===== config.mk =====
export PLATFORM = sky130hd
export DESIGN_NAME = br_checkpoint_ctrl_flat
export DESIGN_NICKNAME = d
export VERILOG_FILES = /design/src/rtl/br_checkpoint_ctrl_if.sv /design/src/rtl/br_checkpoint_ctrl.sv /design/src/flat_wrapper.sv
export SDC_FILE = /design/constraint.sdc
export NUM_CORES = 2
export LEC_CHECK = 0
export CELL_PAD_IN_SITES_DETAIL_PLACEMENT = 0
export CELL_PAD_IN_SITES_GLOBAL_PLACEMENT = 1
export CORE_MARGIN = 3
export CORE_UTILIZATION = 43
export CTS_CLUSTER_DIAMETER = 100
export CTS_CLUSTER_SIZE = 16
export DETAILED_ROUTE_END_ITERATION = 8
export PLACE_DENSITY = 0.81
export SLEW_MARGIN = 25
export SYNTH_ARGS = -nofsm -noshare
export SYNTH_HDL_FRONTEND = slang
export SYNTH_SLANG_ARGS = --single-unit
export TNS_END_PERCENT = 1

===== constraint.sdc =====
create_clock -name clk -period 9 [get_ports clk]
set_clock_uncertainty 0.15 [all_clocks]
set_input_delay 2.25 -clock clk [delete_from_list [all_inputs] [get_ports clk]]
set_output_delay 2.25 -clock clk [all_outputs]
set_load 0.02 [all_outputs]

===== src/rtl/br_checkpoint_ctrl_if.sv =====
// Bus between rename/dispatch, the CDB, branch resolution and the
// branch checkpoint controller. The debug read port is present only when
// BR_CKPT_DEBUG_EN is defined.

`ifndef BR_STATE_W
`define BR_STATE_W    2
`endif
`ifndef BR_NONE
`define BR_NONE       2'b00
`endif
`ifndef BR_PR_CORRECT
`define BR_PR_CORRECT 2'b01
`endif
`ifndef BR_PR_WRONG
`define BR_PR_WRONG   2'b10
`endif

interface br_checkpoint_ctrl_if #(parameter int DEPTH = 4);
    logic                     ckpt_req_i;
    logic [31:0][6:0]         ckpt_data_i;
    logic [DEPTH-1:0]         ckpt_tag_o;
    logic                     ckpt_gnt_o;
    logic                     full_o;
    logic [DEPTH-1:0]         live_mask_o;
    logic                     cdb_en_i;
    logic [5:0]               cdb_preg_i;
    logic                     resolve_en_i;
    logic [DEPTH-1:0]         resolve_tag_i;
    logic                     resolve_wrong_i;
    logic [`BR_STATE_W-1:0]   branch_state_o;
    logic [31:0][6:0]         rc_mt_all_data_o;
    logic [DEPTH-1:0]         squash_mask_o;
`ifdef BR_CKPT_DEBUG_EN
    logic [$clog2(DEPTH)-1:0] dbg_idx_i;
    logic [4:0]               dbg_areg_i;
    logic [6:0]               dbg_entry_o;
    logic                     dbg_valid_o;
    logic [15:0]              dbg_mispred_cnt_o;
`endif

    // Rename / resolve side: drives requests, consumes grants and recovery
    modport master (
`ifdef BR_CKPT_DEBUG_EN
        output dbg_idx_i, output dbg_areg_i,
        input  dbg_entry_o, input dbg_valid_o, input dbg_mispred_cnt_o,
`endif
        output ckpt_req_i, output ckpt_data_i, output cdb_en_i, output cdb_preg_i,
        output resolve_en_i, output resolve_tag_i, output resolve_wrong_i,
        input  ckpt_tag_o, input ckpt_gnt_o, input full_o, input live_mask_o,
        input  branch_state_o, input rc_mt_all_data_o, input squash_mask_o
    );

    // Checkpoint controller side
    modport slave (
`ifdef BR_CKPT_DEBUG_EN
        input  dbg_idx_i, input dbg_areg_i,
        output dbg_entry_o, output dbg_valid_o, output dbg_mispred_cnt_o,
`endif
        input  ckpt_req_i, input ckpt_data_i, input cdb_en_i, input cdb_preg_i,
        input  resolve_en_i, input resolve_tag_i, input resolve_wrong_i,
        output ckpt_tag_o, output ckpt_gnt_o, output full_o, output live_mask_o,
        output branch_state_o, output rc_mt_all_data_o, output squash_mask_o
    );
endinterface


===== src/rtl/br_checkpoint_ctrl.sv =====
// Branch checkpoint controller for the rename stage. Each in-flight branch
// owns a slot holding a map-table snapshot (RDY bits kept current from the
// CDB) and a mask of older live slots. A mispredict drives the snapshot back
// into the map table in the same cycle and frees the slot plus every younger
// one. Optional debug port and mispredict counter: define BR_CKPT_DEBUG_EN.

`ifndef BR_STATE_W
`define BR_STATE_W    2
`endif
`ifndef BR_NONE
`define BR_NONE       2'b00
`endif
`ifndef BR_PR_CORRECT
`define BR_PR_CORRECT 2'b01
`endif
`ifndef BR_PR_WRONG
`define BR_PR_WRONG   2'b10
`endif

module br_checkpoint_ctrl #(
    parameter int DEPTH = 4
) (
    input  logic                clk,
    input  logic                rst,
    br_checkpoint_ctrl_if.slave bus
);
    typedef logic [31:0][6:0] map_t;

    logic [DEPTH-1:0] valid;
    map_t             snap [DEPTH];
    logic [DEPTH-1:0] dep  [DEPTH];

    logic [DEPTH-1:0] free_slots, alloc_tag, younger, squash, free_mask;
    logic             res_hit, wrong_ok, correct_ok, gnt;
    map_t             sel_snap;

    // Mark every entry whose preg matches the broadcast tag as ready
    function automatic map_t cdb_apply(input map_t d, input logic en, input logic [5:0] preg);
        map_t r;
        r = d;
        for (int a = 0; a < 32; a++)
            if (en && d[a][5:0] == preg) r[a][6] = 1'b1;
        return r;
    endfunction

    assign free_slots = ~valid;
    // Lowest clear bit of valid; zero once every slot is taken
    assign alloc_tag  = free_slots & (~free_slots + 1'b1);

    // A resolve naming a non-live slot is ignored entirely
    assign res_hit    = bus.resolve_en_i & |(bus.resolve_tag_i & valid);
    assign wrong_ok   = res_hit & bus.resolve_wrong_i;
    assign correct_ok = res_hit & ~bus.resolve_wrong_i;

    // The raw wrong-resolve flushes this cycle's dispatch, so it blocks the grant
    assign gnt = bus.ckpt_req_i & ~(&valid) & ~(bus.resolve_en_i & bus.resolve_wrong_i);

    assign bus.ckpt_tag_o  = alloc_tag;
    assign bus.ckpt_gnt_o  = gnt;
    assign bus.full_o      = &valid;
    assign bus.live_mask_o = valid;

    // Select the resolving snapshot and find live slots younger than it
    always_comb begin
        sel_snap = '0;
        younger  = '0;
        for (int i = 0; i < DEPTH; i++) begin
            if (bus.resolve_tag_i[i]) sel_snap = sel_snap | snap[i];
            if (valid[i] && |(dep[i] & bus.resolve_tag_i)) younger[i] = 1'b1;
        end
    end

    assign squash    = wrong_ok ? ((bus.resolve_tag_i & valid) | younger) : '0;
    assign free_mask = correct_ok ? (bus.resolve_tag_i & valid) : squash;

    assign bus.squash_mask_o    = squash;
    assign bus.rc_mt_all_data_o = wrong_ok ? cdb_apply(sel_snap, bus.cdb_en_i, bus.cdb_preg_i) : '0;
    assign bus.branch_state_o   = wrong_ok   ? `BR_PR_WRONG :
                                  correct_ok ? `BR_PR_CORRECT : `BR_NONE;

    // Slot allocation, release, dependency pruning and CDB wakeup
    always_ff @(posedge clk) begin
        if (rst) begin
            valid <= '0;
            for (int i = 0; i < DEPTH; i++) begin
                dep[i]  <= '0;
                snap[i] <= '0;
            end
        end else begin
            for (int i = 0; i < DEPTH; i++) begin
                if (gnt && alloc_tag[i]) begin
                    // Older branches are whatever is live now, minus one retiring this cycle
                    valid[i] <= 1'b1;
                    snap[i]  <= cdb_apply(bus.ckpt_data_i, bus.cdb_en_i, bus.cdb_preg_i);
                    dep[i]   <= valid & ~free_mask;
                end else begin
                    if (free_mask[i]) valid[i] <= 1'b0;
                    dep[i] <= dep[i] & ~free_mask;
                    if (valid[i]) snap[i] <= cdb_apply(snap[i], bus.cdb_en_i, bus.cdb_preg_i);
                end
            end
        end
    end

`ifdef BR_CKPT_DEBUG_EN
    logic [15:0] mispred_cnt;

    // Saturating count of accepted mispredicts
    always_ff @(posedge clk) begin
        if (rst)                             mispred_cnt <= '0;
        else if (wrong_ok && ~&mispred_cnt) mispred_cnt <= mispred_cnt + 16'd1;
    end

    assign bus.dbg_entry_o       = snap[bus.dbg_idx_i][bus.dbg_areg_i];
    assign bus.dbg_valid_o       = valid[bus.dbg_idx_i];
    assign bus.dbg_mispred_cnt_o = mispred_cnt;
`endif

endmodule


===== src/flat_wrapper.sv =====
// flat-port wrapper written by rule: the top's interface ports become plain ports
module br_checkpoint_ctrl_flat 
#(
    parameter int DEPTH = 4
)
  (clk, rst, bus_ckpt_req_i, bus_ckpt_data_i, bus_cdb_en_i, bus_cdb_preg_i, bus_resolve_en_i, bus_resolve_tag_i, bus_resolve_wrong_i, bus_ckpt_tag_o, bus_ckpt_gnt_o, bus_full_o, bus_live_mask_o, bus_branch_state_o, bus_rc_mt_all_data_o, bus_squash_mask_o);
  br_checkpoint_ctrl_if #(.DEPTH(DEPTH)) bus_i ();
  input  logic clk;
  input  logic rst;
  input wire logic [$bits(bus_i.ckpt_req_i)-1:0] bus_ckpt_req_i;
  input wire logic [$bits(bus_i.ckpt_data_i)-1:0] bus_ckpt_data_i;
  input wire logic [$bits(bus_i.cdb_en_i)-1:0] bus_cdb_en_i;
  input wire logic [$bits(bus_i.cdb_preg_i)-1:0] bus_cdb_preg_i;
  input wire logic [$bits(bus_i.resolve_en_i)-1:0] bus_resolve_en_i;
  input wire logic [$bits(bus_i.resolve_tag_i)-1:0] bus_resolve_tag_i;
  input wire logic [$bits(bus_i.resolve_wrong_i)-1:0] bus_resolve_wrong_i;
  output wire logic [$bits(bus_i.ckpt_tag_o)-1:0] bus_ckpt_tag_o;
  output wire logic [$bits(bus_i.ckpt_gnt_o)-1:0] bus_ckpt_gnt_o;
  output wire logic [$bits(bus_i.full_o)-1:0] bus_full_o;
  output wire logic [$bits(bus_i.live_mask_o)-1:0] bus_live_mask_o;
  output wire logic [$bits(bus_i.branch_state_o)-1:0] bus_branch_state_o;
  output wire logic [$bits(bus_i.rc_mt_all_data_o)-1:0] bus_rc_mt_all_data_o;
  output wire logic [$bits(bus_i.squash_mask_o)-1:0] bus_squash_mask_o;
  assign bus_i.ckpt_req_i = bus_ckpt_req_i;
  assign bus_i.ckpt_data_i = bus_ckpt_data_i;
  assign bus_i.cdb_en_i = bus_cdb_en_i;
  assign bus_i.cdb_preg_i = bus_cdb_preg_i;
  assign bus_i.resolve_en_i = bus_resolve_en_i;
  assign bus_i.resolve_tag_i = bus_resolve_tag_i;
  assign bus_i.resolve_wrong_i = bus_resolve_wrong_i;
  assign bus_ckpt_tag_o = bus_i.ckpt_tag_o;
  assign bus_ckpt_gnt_o = bus_i.ckpt_gnt_o;
  assign bus_full_o = bus_i.full_o;
  assign bus_live_mask_o = bus_i.live_mask_o;
  assign bus_branch_state_o = bus_i.branch_state_o;
  assign bus_rc_mt_all_data_o = bus_i.rc_mt_all_data_o;
  assign bus_squash_mask_o = bus_i.squash_mask_o;
  br_checkpoint_ctrl #(.DEPTH(DEPTH)) u_core (.clk(clk), .rst(rst), .bus(bus_i));
endmodule

==> results.sh <==
export IMPL_multiInputGateArea_um2=25490
export IMPL_numCtsBuffers=67
export IMPL_max_slew_margin_pct=28.08
export IMPL_start_util_pct=43.42
export IMPL_setup_viol=0
export IMPL_drc=0
export IMPL_tritoncts="yes"
export IMPL_stdcell_count=6872
export IMPL_cts_resized_gates=0
export IMPL_fillers=11180
export IMPL_synth_most_common_cell="edfxtp_1"
export IMPL_r2r_cells=5
export IMPL_routed_wl_um=198500
export IMPL_antenna_found_initial=8
export IMPL_fmax_ghz=0.1236
export IMPL_postRouteAntennaNets=0
export IMPL_hpwlAfterDp_um=119500
export IMPL_place_area_um2=61120
export IMPL_synth_ff_latch_count=912
export IMPL_cp_required_ns=6.60
export IMPL_synth_top_area_share_pct=49.82
export IMPL_timing_final_ws_setup_ns=0.9109
export IMPL_netlist_instances=4927
export IMPL_clockBufferDepth=3
export IMPL_drv_cap=0
export IMPL_clkTransAtPathRegs_ns=0.07
export IMPL_place_port_buffers=479
export IMPL_hold_buffers=0
export IMPL_fp_dieW_um=362.8
export IMPL_status="complete, no violations"
export IMPL_coreArea_um2=126100
export IMPL_grt_max_degree=132
export IMPL_crit_type="in -> out"
export IMPL_leakagePower_nw=23.19
export IMPL_holdPathEnd="u_core.snap[2][146]"
export IMPL_syn2layout_area_growth_pct=14.97
export IMPL_wire_per_inst_um=28.88
export IMPL_place_inst=6786
export IMPL_hold_viol=0
export IMPL_vias=42800
export IMPL_die_area_um2=131600
export IMPL_netlist_top_cells_count="edfxtp_1, xor2_1, and2_1"
export IMPL_grt_pass1_wl_um=286800
export IMPL_synth_async_reset_ratio_pct=0
export IMPL_cts_sinks=912
export IMPL_dp_slack_ns=1.086
export IMPL_ys_warnings_count=0
export IMPL_io_pins=480
export IMPL_post_synth_num_cell_types=45
export IMPL_layout_drive_gt1_share_pct=5.520
export IMPL_setup_tns_ns=0
export IMPL_worstHoldStart="u_core.snap[2][146]"
export IMPL_holdCritPathClass="reg -> reg"
export IMPL_first_pass_iters=8
export IMPL_synth_edff_count=908
export IMPL_ir_worst_vdd_mv=0.1408
export IMPL_layout_min_cycle_time_ns=8.089
export IMPL_regArea_um2=27350
export IMPL_reg2reg_to="u_core.snap[1][94]"
export IMPL_tightest_slew_ns=1.079
export IMPL_fin_nets=5445
export IMPL_insertion_delay_ns=0.66
export IMPL_grtUsageTotal_pct=29.17
export IMPL_root_buffer="clkbuf_16"
export IMPL_hold_depth=2
export IMPL_p_per_area_nw_per_um2=155.2
export IMPL_crit_path_end_kind="primary output"
export IMPL_drt_iter0_markers=5398
export IMPL_std_cell_rows=130
export IMPL_via_per_inst=6.228
export IMPL_rsz0062_at_grt="no"
export IMPL_ys_seq_area_share_pct=49.96
export IMPL_cts_setup_buffers=0
export IMPL_synth_area_leaders="edfxtp_1, xor2_1, and2_1, a22oi_1, xnor2_1"
export IMPL_yosysTopAreaCell="edfxtp_1"
export IMPL_final_area_um2=62930
export IMPL_htreeDepth=3
export IMPL_syn_cell_area_um2=54730
export IMPL_yosys_most_used_dff="edfxtp_1"
export IMPL_finalCritPeriodShare_pct=89.88
export IMPL_postSynthAreaPerCell_um2=11.11
export IMPL_cp_start_kind="input port"
export IMPL_reg2reg_slack_ns=4.72
export IMPL_regToRegStartpoint="u_core.bus.live_mask_o[0]"
export IMPL_cp_max_fo=97
export IMPL_grt_overflow_total=0
export IMPL_worstPathArrival_ns=5.69
export IMPL_grt_pass1_vias=42570
export IMPL_die_h_um=362.8
export IMPL_gp_congestion=0.8782
export IMPL_maxSlewViolCount=0
-- critical path, stage by stage --
cell and delay (ns):
buf_8 0.66, buf_4 0.40, a22oi_1 0.16, a21oi_4 0.19, buf_4 0.46, nand3b_1 0.18
o41ai_2 0.50, clkdlybuf4s50_1 0.73
-- cell families (layout without fill, tap and decap cells) --
group	after synthesis	after routing	synth area share [%]
AO/OA/AOI/OAI	1159	1159	15.28
buffers and inverters	426	705	3.703
XOR/XNOR	991	991	15.86
flip-flops	912	912	49.96
multiplexers	2	2	0.03658
AND/OR/NAND/NOR	1436	1436	15.15
other	1	17	0.006852
-- cell usage in the layout (no fill, tap or decap), types with 5 or more instances in the layout --
cell type | synthesis | final
o22ai_1 | 130 | 130
a22oi_1 | 370 | 370
nand3b_1 | 32 | 32
a221oi_1 | 36 | 36
conb_1 | 1 | 12
clkbuf_1 | 199 | 7
a21o_1 | 32 | 32
diode_2 | 0 | 5
buf_12 | 0 | 26
a41oi_1 | 160 | 160
buf_8 | 0 | 8
clkdlybuf4s50_1 | 0 | 468
edfxtp_1 | 908 | 908
xor2_1 | 800 | 800
a22oi_2 | 12 | 12
o21ai_0 | 8 | 8
and2_1 | 769 | 769
buf_4 | 11 | 110
o41ai_2 | 31 | 31
a21oi_1 | 317 | 316
or4_1 | 62 | 62
nor3_1 | 166 | 163
xnor2_1 | 191 | 191
a22o_1 | 43 | 43
nor2_1 | 211 | 210
inv_1 | 8 | 8
a211oi_1 | 9 | 9
clkbuf_16 | 0 | 69
nand2_1 | 15 | 11
and3_1 | 128 | 128
nand3_1 | 32 | 32
-- sequential cells by signal (all words and copies together) (netlist names) --
| signal | flops |
|---|---|
| u_core.dep | 12 |
| u_core.bus.live_mask_o | 4 |
| u_core.snap | 896 |
-- metal layers --
layer	track usage (%)	up-vias	share of wire, %
li1	-	18600	-
met2	47.78	2606	47
met5	0	-	0.021
met1	38.55	21110	40
met3	4.604	480	9.2
met4	12.11	6	4.3
-- area by class of cell --
class | instances | share of cell area, %
Antenna cell | 5 | 0.01988
Clock buffer | 76 | 2.786
Clock inverter | 5 | 0.06164
Inverter | 8 | 0.04772
Multi-Input combinational cell | 3600 | 40.50
Sequential cell | 912 | 43.46
Tap cell | 1650 | 3.281
Timing Repair Buffer | 616 | 9.844
-- where the power goes --
| part | internal, W | switching, W | total, W |
|---|---|---|---|
| registers | 0.00494 | 0.000185 | 0.00513 |
| logic | 0.000644 | 0.00109 | 0.00173 |
| clock network | 0.00138 | 0.00153 | 0.00291 |
| total | 0.00696 | 0.00280 | 0.00977 |
-- worst max path at each step --
stage | from | to | cells past startpoint
finish | bus_resolve_tag_i[3] | bus_rc_mt_all_data_o[188] | 8
floorplan | rst | u_core.snap[1][104] | 3
detailed placement | bus_resolve_tag_i[3] | bus_rc_mt_all_data_o[132] | 7
global route | bus_resolve_tag_i[3] | bus_rc_mt_all_data_o[174] | 7
global placement | bus_resolve_tag_i[3] | bus_rc_mt_all_data_o[174] | 7
CTS | bus_resolve_tag_i[3] | bus_rc_mt_all_data_o[174] | 7
-- through the flow --
step | utilization (%) | hold slack [ns] | power [W]
after floorplan | - | 0.4204 | 0.006238
after global placement | 48.48 | 0.4343 | 0.006896
after detailed placement | 48.49 | 0.4490 | 0.006917
after CTS | 49.91 | 0.4672 | 0.009763
after global routing | 49.92 | 0.4874 | 0.01007
final | 49.92 | 0.4716 | 0.009766
Note: power is estimated with default switching activity, not from simulation.
